**config.mk**
```make
export PLATFORM = sky130hd
export DESIGN_NAME = imem_arbiter_flat
export DESIGN_NICKNAME = d
export VERILOG_FILES = /design/src/rtl/imem_arbiter_if.sv /design/src/rtl/imem_arbiter.sv /design/src/flat_wrapper.sv
export SDC_FILE = /design/constraint.sdc
export NUM_CORES = 1
export LEC_CHECK = 0
export CORE_MARGIN = 10
export CORE_UTILIZATION = 21
export DETAILED_ROUTE_END_ITERATION = 16
export PLACE_DENSITY = 0.83
export SETUP_SLACK_MARGIN = 0.05
export SLEW_MARGIN = 20
export SYNTH_ARGS = -nofsm -noshare
export SYNTH_HDL_FRONTEND = slang
export SYNTH_SLANG_ARGS = --single-unit
```
**constraint.sdc**
```tcl
create_clock -name clk -period 3.71 [get_ports clk]
set_input_delay 1.113 -clock clk [delete_from_list [all_inputs] [get_ports clk]]
set_output_delay 1.113 -clock clk [all_outputs]
set_load 0.01 [all_outputs]
```
**src/rtl/imem_arbiter_if.sv**
```systemverilog
// -----------------------------------------------------------------------------
// imem_arbiter_if
//   Bundles every signal between the instruction-memory arbiter and its
//   surroundings except clock and reset.
//
//   Fetch port : f_req_valid/addr -> f_req_ready ; f_rsp_valid/data/err
//   Loader port: l_req_valid/we/addr/wdata -> l_req_ready ; l_rsp_valid/data/err
//   Memory port: mem_en/we/addr/wdata -> memory ; mem_rdata <- memory
//   boot_hold  : blocks fetch grants while a program is being loaded
//
//   Modports:
//     slave  - the arbiter side
//     master - the environment side (fetch unit, loader and memory)
// -----------------------------------------------------------------------------
interface imem_arbiter_if #(
    parameter int ADDR_W = 8
);
    logic              boot_hold;

    logic              f_req_valid;
    logic [31:0]       f_req_addr;
    logic              f_req_ready;
    logic              f_rsp_valid;
    logic [31:0]       f_rsp_data;
    logic              f_rsp_err;

    logic              l_req_valid;
    logic              l_req_we;
    logic [31:0]       l_req_addr;
    logic [31:0]       l_req_wdata;
    logic              l_req_ready;
    logic              l_rsp_valid;
    logic [31:0]       l_rsp_data;
    logic              l_rsp_err;

    logic              mem_en;
    logic              mem_we;
    logic [ADDR_W-1:0] mem_addr;
    logic [31:0]       mem_wdata;
    logic [31:0]       mem_rdata;

    modport slave (
        input  boot_hold,
        input  f_req_valid, f_req_addr,
        output f_req_ready, f_rsp_valid, f_rsp_data, f_rsp_err,
        input  l_req_valid, l_req_we, l_req_addr, l_req_wdata,
        output l_req_ready, l_rsp_valid, l_rsp_data, l_rsp_err,
        output mem_en, mem_we, mem_addr, mem_wdata,
        input  mem_rdata
    );

    modport master (
        output boot_hold,
        output f_req_valid, f_req_addr,
        input  f_req_ready, f_rsp_valid, f_rsp_data, f_rsp_err,
        output l_req_valid, l_req_we, l_req_addr, l_req_wdata,
        input  l_req_ready, l_rsp_valid, l_rsp_data, l_rsp_err,
        input  mem_en, mem_we, mem_addr, mem_wdata,
        output mem_rdata
    );
endinterface

```
**src/rtl/imem_arbiter.sv**
```systemverilog
// -----------------------------------------------------------------------------
// imem_arbiter
//   Shares one single-port synchronous instruction memory between the core
//   fetch unit and the program loader / debug port. At most one request is
//   granted per cycle; the memory is driven in the grant cycle and the
//   response (read data, write ack or error) pulses one cycle later.
//   Fetch wins ties, except that after STARVE_LIMIT consecutive fetch grants
//   with the loader waiting the loader is granted. boot_hold blocks fetch.
//
//   Parameters:
//     ADDR_W       word-address width of the memory (2^ADDR_W words)
//     STARVE_LIMIT max consecutive fetch grants while the loader waits (1..15)
//
//   Ports:
//     clk   clock, all state on the rising edge
//     rst_n asynchronous active-low reset
//     bus   imem_arbiter_if.slave (fetch, loader and memory ports)
// -----------------------------------------------------------------------------
module imem_arbiter #(
    parameter int ADDR_W       = 8,
    parameter int STARVE_LIMIT = 4
) (
    input  logic                clk,
    input  logic                rst_n,
    imem_arbiter_if.slave       bus
);

    typedef enum logic [1:0] {
        OWN_NONE   = 2'd0,
        OWN_FETCH  = 2'd1,
        OWN_LOADER = 2'd2
    } owner_t;

    localparam logic [3:0] LIMIT = 4'(STARVE_LIMIT);

    owner_t      rsp_owner_reg, rsp_owner_next;
    logic        rsp_err_reg, rsp_err_next;
    logic        rsp_rd_reg, rsp_rd_next;     // response carries memory read data
    logic [3:0]  starve_cnt_reg, starve_cnt_next;

    logic        f_elig;
    logic        grant_f, grant_l, grant_any;
    logic [31:0] sel_addr;
    logic        sel_err;
    logic        sel_we;

    // Out-of-range or misaligned byte addresses never reach the memory.
    function automatic logic addr_bad(input logic [31:0] a);
        return (a[1:0] != 2'b00) || (a[31:ADDR_W+2] != '0);
    endfunction

    // ---------------- arbitration and request path ----------------
    always_comb begin
        f_elig    = bus.f_req_valid && !bus.boot_hold;
        grant_l   = bus.l_req_valid && (!f_elig || (starve_cnt_reg == LIMIT));
        grant_f   = f_elig && !grant_l;
        grant_any = grant_f || grant_l;
        sel_addr  = grant_l ? bus.l_req_addr : bus.f_req_addr;
        sel_err   = addr_bad(sel_addr);
        sel_we    = grant_l && bus.l_req_we;
    end

    // Outputs are forced low while reset is asserted; the internal grant
    // terms stay ungated so reset only touches the output stage.
    always_comb begin
        bus.f_req_ready = rst_n && grant_f;
        bus.l_req_ready = rst_n && grant_l;
        bus.mem_en      = rst_n && grant_any && !sel_err;
        bus.mem_we      = bus.mem_en && sel_we;
        bus.mem_addr    = bus.mem_en ? sel_addr[ADDR_W+1:2] : '0;
        bus.mem_wdata   = (bus.mem_en && grant_l) ? bus.l_req_wdata : 32'd0;
    end

    // ---------------- next-state logic ----------------
    always_comb begin
        rsp_owner_next  = OWN_NONE;
        rsp_err_next    = 1'b0;
        rsp_rd_next     = 1'b0;
        starve_cnt_next = starve_cnt_reg;

        if (grant_l) begin
            rsp_owner_next = OWN_LOADER;
        end else if (grant_f) begin
            rsp_owner_next = OWN_FETCH;
        end
        rsp_err_next = grant_any && sel_err;
        rsp_rd_next  = grant_any && !sel_err && !sel_we;

        // The count cannot pass LIMIT: at LIMIT a waiting loader wins.
        if (!bus.l_req_valid || grant_l) begin
            starve_cnt_next = 4'd0;
        end else if (grant_f) begin
            starve_cnt_next = starve_cnt_reg + 4'd1;
        end
    end

    // ---------------- state registers ----------------
    always_ff @(posedge clk or negedge rst_n) begin
        if (!rst_n) begin
            rsp_owner_reg  <= OWN_NONE;
            rsp_err_reg    <= 1'b0;
            rsp_rd_reg     <= 1'b0;
            starve_cnt_reg <= 4'd0;
        end else begin
            rsp_owner_reg  <= rsp_owner_next;
            rsp_err_reg    <= rsp_err_next;
            rsp_rd_reg     <= rsp_rd_next;
            starve_cnt_reg <= starve_cnt_next;
        end
    end

    // ---------------- response path ----------------
    // Read data comes straight from the memory, which registers its output
    // one cycle after mem_en.
    always_comb begin
        bus.f_rsp_valid = (rsp_owner_reg == OWN_FETCH);
        bus.f_rsp_err   = bus.f_rsp_valid && rsp_err_reg;
        bus.f_rsp_data  = (bus.f_rsp_valid && rsp_rd_reg) ? bus.mem_rdata : 32'd0;
        bus.l_rsp_valid = (rsp_owner_reg == OWN_LOADER);
        bus.l_rsp_err   = bus.l_rsp_valid && rsp_err_reg;
        bus.l_rsp_data  = (bus.l_rsp_valid && rsp_rd_reg) ? bus.mem_rdata : 32'd0;
    end

endmodule

```
**src/flat_wrapper.sv**
```systemverilog
// flat-port wrapper written by rule: the top's interface ports become plain ports
module imem_arbiter_flat 
#(
    parameter int ADDR_W       = 8,
    parameter int STARVE_LIMIT = 4
)
  (clk, rst_n, bus_boot_hold, bus_f_req_valid, bus_f_req_addr, bus_f_req_ready, bus_f_rsp_valid, bus_f_rsp_data, bus_f_rsp_err, bus_l_req_valid, bus_l_req_we, bus_l_req_addr, bus_l_req_wdata, bus_l_req_ready, bus_l_rsp_valid, bus_l_rsp_data, bus_l_rsp_err, bus_mem_en, bus_mem_we, bus_mem_addr, bus_mem_wdata, bus_mem_rdata);
  imem_arbiter_if #(.ADDR_W(ADDR_W)) bus_i ();
  input  logic clk;
  input  logic rst_n;
  input wire logic [$bits(bus_i.boot_hold)-1:0] bus_boot_hold;
  input wire logic [$bits(bus_i.f_req_valid)-1:0] bus_f_req_valid;
  input wire logic [$bits(bus_i.f_req_addr)-1:0] bus_f_req_addr;
  output wire logic [$bits(bus_i.f_req_ready)-1:0] bus_f_req_ready;
  output wire logic [$bits(bus_i.f_rsp_valid)-1:0] bus_f_rsp_valid;
  output wire logic [$bits(bus_i.f_rsp_data)-1:0] bus_f_rsp_data;
  output wire logic [$bits(bus_i.f_rsp_err)-1:0] bus_f_rsp_err;
  input wire logic [$bits(bus_i.l_req_valid)-1:0] bus_l_req_valid;
  input wire logic [$bits(bus_i.l_req_we)-1:0] bus_l_req_we;
  input wire logic [$bits(bus_i.l_req_addr)-1:0] bus_l_req_addr;
  input wire logic [$bits(bus_i.l_req_wdata)-1:0] bus_l_req_wdata;
  output wire logic [$bits(bus_i.l_req_ready)-1:0] bus_l_req_ready;
  output wire logic [$bits(bus_i.l_rsp_valid)-1:0] bus_l_rsp_valid;
  output wire logic [$bits(bus_i.l_rsp_data)-1:0] bus_l_rsp_data;
  output wire logic [$bits(bus_i.l_rsp_err)-1:0] bus_l_rsp_err;
  output wire logic [$bits(bus_i.mem_en)-1:0] bus_mem_en;
  output wire logic [$bits(bus_i.mem_we)-1:0] bus_mem_we;
  output wire logic [$bits(bus_i.mem_addr)-1:0] bus_mem_addr;
  output wire logic [$bits(bus_i.mem_wdata)-1:0] bus_mem_wdata;
  input wire logic [$bits(bus_i.mem_rdata)-1:0] bus_mem_rdata;
  assign bus_i.boot_hold = bus_boot_hold;
  assign bus_i.f_req_valid = bus_f_req_valid;
  assign bus_i.f_req_addr = bus_f_req_addr;
  assign bus_f_req_ready = bus_i.f_req_ready;
  assign bus_f_rsp_valid = bus_i.f_rsp_valid;
  assign bus_f_rsp_data = bus_i.f_rsp_data;
  assign bus_f_rsp_err = bus_i.f_rsp_err;
  assign bus_i.l_req_valid = bus_l_req_valid;
  assign bus_i.l_req_we = bus_l_req_we;
  assign bus_i.l_req_addr = bus_l_req_addr;
  assign bus_i.l_req_wdata = bus_l_req_wdata;
  assign bus_l_req_ready = bus_i.l_req_ready;
  assign bus_l_rsp_valid = bus_i.l_rsp_valid;
  assign bus_l_rsp_data = bus_i.l_rsp_data;
  assign bus_l_rsp_err = bus_i.l_rsp_err;
  assign bus_mem_en = bus_i.mem_en;
  assign bus_mem_we = bus_i.mem_we;
  assign bus_mem_addr = bus_i.mem_addr;
  assign bus_mem_wdata = bus_i.mem_wdata;
  assign bus_i.mem_rdata = bus_mem_rdata;
  imem_arbiter #(.ADDR_W(ADDR_W), .STARVE_LIMIT(STARVE_LIMIT)) u_core (.clk(clk), .rst_n(rst_n), .bus(bus_i));
endmodule
```
; Word-level counts from Yosys, hierarchy flattened
; Cells that the tools add are included.
[op_classes]
addsub = 1
multipliers = 0
div = 0
order_cmp = 0
n_eq_ne = 3
n_shift = 0
mux = 9
bitwise_logic = 0
reduce_logical = 30
[op_table]
columns = cell, count
row1 = $mux W32, 4
row2 = $reduce_bool A22 Y1, 1
row3 = $logic_and A1 B1 Y1, 17
row4 = $mux W4, 2
row5 = $mux W8, 1
row6 = $logic_not A1 Y1, 6
row7 = $add A4 B1 Y4 const B, 1
row8 = $eq A4 B3 Y1 const B, 1
row9 = $logic_or A1 B1 Y1, 4
row10 = $reduce_bool A2 Y1, 2
row11 = $eq A2 B1 Y1 const B, 1
row12 = $eq A2 B2 Y1 const B, 1
row13 = $mux W2, 1
row14 = $mux W1, 1
[word_totals]
ff_bits = 8
latch_bits = 0
ram_bits = 0
mem_bits_ro = 0
word_cells = 47
mem_count = 0

; Logic depth before layout (Yosys ltp)
[logic_depth]
ltp_word = 12
ltp_mapped = 8
ltp_nobuf = 7

; Worst setup path before layout
; Ideal clock, no wire load.
[synth_timing]
path_kind = input-to-output
start = in bus_l_req_addr[13]
end = out bus_mem_wdata[21]
arrival_time_ns = 2.334
required_time_ns = 2.597
path_slack_ns = 0.263
cell_stages = 5
n_path_buf = 1
path_cell_list = or4_1 > nor2_1 > and4bb_2 > buf_2 > and2_1
[synth_via]
elab_chain_len = 7
[synth_lines]
columns = item, line_no
row1 = from (decl), flat_wrapper.sv:20  ; input wire logic [$bits(bus_i.l_req_addr)-1:0] bus_l_req_addr;
row2 = $mux W32, imem_arbiter.sv:58  ; sel_addr = grant_l ? bus.l_req_addr : bus.f_req_addr;
row3 = $reduce_bool A22 Y1, imem_arbiter.sv:49  ; return (a[1:0] != 2'b00) || (a[31:ADDR_W+2] != '0);
row4 = $logic_or A1 B1 Y1, imem_arbiter.sv:49
row5 = $logic_not A1 Y1, imem_arbiter.sv:68  ; bus.mem_en = rst_n && grant_any && !sel_err;
row6 = $logic_and A1 B1 Y1, imem_arbiter.sv:68
row7 = $logic_and A1 B1 Y1, imem_arbiter.sv:71  ; bus.mem_wdata = (bus.mem_en && grant_l) ? bus.l_req_wdata : 32'd0;
row8 = $mux W32, imem_arbiter.sv:71
row9 = to (decl), flat_wrapper.sv:29  ; output wire logic [$bits(bus_i.mem_wdata)-1:0] bus_mem_wdata;
; Every way passes these cells.

; Final worst setup path
[layout_timing]
start = in bus_l_req_addr[27]
end = out bus_mem_we
[layout_via]
elab_chain_len = 6
[layout_lines]
columns = item, line_no
row1 = $mux W32, imem_arbiter.sv:58
row2 = $reduce_bool A22 Y1, imem_arbiter.sv:49
row3 = $logic_or A1 B1 Y1, imem_arbiter.sv:49
row4 = $logic_not A1 Y1, imem_arbiter.sv:68
row5 = $logic_and A1 B1 Y1, imem_arbiter.sv:68
row6 = $logic_and A1 B1 Y1, imem_arbiter.sv:69  ; bus.mem_we = bus.mem_en && sel_we;
row7 = to (decl), flat_wrapper.sv:27  ; output wire logic [$bits(bus_i.mem_we)-1:0] bus_mem_we;
; Every way passes these cells.

==> flow_summary.ini <==
[run_status]
outcome = finished, violations left
violations = negative setup slack

[synthesis]
synth-edff-count = 0
netlist_area_um2 = 1350
postSynthCellCount = 201
synth_cell_types = 26
synth-seq-cells = 8
yosys_warnings = 0
async_flop_share_pct = 100
synth_area_per_cell_um2 = 6.73
yosysSeqAreaShare_pct = 14.8
synth_nets = 337
synthFlopType = dfrtp_1

[floorplanning]
initial_utilization_pct = 21.4
core_um2 = 6310
die_y_um = 100
dieArea_um2 = 10100
ios = 246
die_w_um = 100
std_cell_rows = 29

[timing]
timing.final.crit_share_pct = 103
timing.hold.ws_ns = 0.492
period_minus_slack_ns = 3.84
rsz0062_at_grt = true
slew_headroom_pct = 72.7
clock.fmax_mhz = 261
slew_viol_final = 0
fin_ws_ns = -0.128
worstMarginPinSlew_ns = 0.409
hold_viol = 0
worst_clock_skew_ns = 0.000407
finalSetupViolCount = 33

[layout]
layout.nets = 601
area_delta_synth_final_pct = 219
fillers = 513
mostFrequentLayoutCells = clkdlybuf4s50_1, and3_1, buf_6
drive_gt1_share_pct = 30.2
layout_commonest_cell = clkdlybuf4s50_1
largest_reg_flops = 4

[grt]
gr-total-overflow = 0
grt_pass1_wl_um = 15700
grt_util_all_layers_pct = 19.3
grt_max_degree = 65
grt_pass1_vias = 2887
antenna_found_initial = 1

[drt]
detail-route-antenna-nets = 0
drt_wl_total_um = 11200
viasPerCell = 4.93
first_iter_violations = 125
firstDrtPassIters = 4
wl_per_cell_um = 20.8
drc = 0
num_vias = 2666

[cts]
clk_pin_slew_ns = 0.04
cts_hold_buf = 0
clockBufferDepth = 2
h-tree-depth = 1
clkSinkCount = 8
cts_tree = yes
clk_latency_ns = 0.22
cts_root_buf = clkbuf_8
cts-buffers-inserted = 3

[worst_setup_path]
critPathCaptureType = primary output
startpoint_type = input port
crit_fanout = 6
arrival_ns = 2.73
critical_path_required_ns = 2.60
crit_type = in -> out

[placement]
dpl_worst_slack_ns = -0.802
port_buffers = 245
place_hpwl_um = 8980
gp_congestion = 0.832

[power]
p_per_area_nw_per_um2 = 88.3
p_leak_nw = 2.06
vdd_ir_drop_max_mv = 0.0798

[run]
max_cap_viol_count = 0

[worst_hold_path]
holdCritPathClass = reg -> reg
## through the flow
step	area (um2)	instances	setup TNS, ns	util [%]	total power [W]
finish	4310	541	-1.71	68.2	0.000380
global route	4310	541	-3.23	68.2	0.000401
CTS	4120	540	-0.539	65.3	0.000377
detailed placement	3960	520	-31.74	62.8	0.000286
global placement	3960	520	-29.52	62.8	0.000282
floorplan	1350	201	0	-	0.000118
## cells by family (layout without fill, tap and decap cells)
| group | Yosys count | count (layout) | share of synthesized area (%) |
|---|---|---|---|
| buffers and inverters | 27 | 289 | 8.23 |
| flip-flops | 8 | 8 | 14.8 |
| AO/OA/AOI/OAI | 13 | 13 | 5.83 |
| other | 0 | 1 | 0 |
| adder cells (fa/ha/maj) | 2 | 2 | 1.85 |
| XOR/XNOR | 2 | 2 | 1.30 |
| AND/OR/NAND/NOR | 149 | 149 | 68.0 |
## cell usage after synthesis, drive strengths merged, types with 4 or more instances
cell / n / area (um2)
dfrtp: 8 / 200
nor2: 8 / 32.5
and2: 35 / 219
nor4: 8 / 50.1
inv: 5 / 18.8
buf: 4 / 25.0
and3: 64 / 400
clkbuf: 18 / 67.6
a21oi: 9 / 45.0
nand3: 4 / 20.0
or4: 4 / 30.0
nand4: 16 / 100
## path summary, 6_finish.rpt
| kind | startpoint | endpoint | slack (ns) | cells after the start |
|---|---|---|---|---|
| max in group asynchronous | rst_n | u_core.rsp_owner_reg[0] | 2.37 | 2 |
| max reg2reg | u_core.starve_cnt_reg[0] | u_core.rsp_err_reg | 2.01 | 8 |
| min reg2reg | u_core.starve_cnt_reg[0] | u_core.starve_cnt_reg[0] | 0.49 | 1 |
| min | u_core.starve_cnt_reg[0] | u_core.starve_cnt_reg[0] | 0.49 | 1 |
| min in group asynchronous | rst_n | u_core.rsp_err_reg | 1.22 | 2 |
| max | bus_l_req_addr[27] | bus_mem_we | -0.13 | 8 |
## layout make-up
type	count	area, um2	share of cell area, %
sequential	8	200	4.65
multi-input combinational	166	1220	28.3
antenna	1	2.50	0.0581
clock buffer	3	41.3	0.958
tap	77	96.3	2.24
timing repair buffer	281	2730	63.3
inverter	5	18.8	0.436
## power by group
group	internal [W]	total, W	switching, W
combinational	0.000129	0.000188	0.0000592
clock	0.0000699	0.000100	0.0000305
sequential	0.0000902	0.0000914	0.00000124
## critical path: stages
cell           delay [ns]
dlygate4sd2_1        0.24
nor4_1               0.28
and4_1               0.28
and4bb_4             0.34
buf_6                0.15
buf_6                0.09
and2_4               0.13
buf_6                0.10
## routing by layer
layer  GRT usage (%)  part of all wire [%]  wire length, um
met5               0                     0                0
met4            6.20                   3.9              435
met3            10.2                    13             1480
met2            37.8                    54             6080
met1            16.0                    29             3240
## timing repair
action / in CTS / in global routing
setup buffers: 12 / 1
pin swaps: 45 / 23
cloned: 5 / 0
gates resized for setup: 315 / 59
endpoints found under the setup margin: 44 / 42
Power figures use the tool's default switching activity.
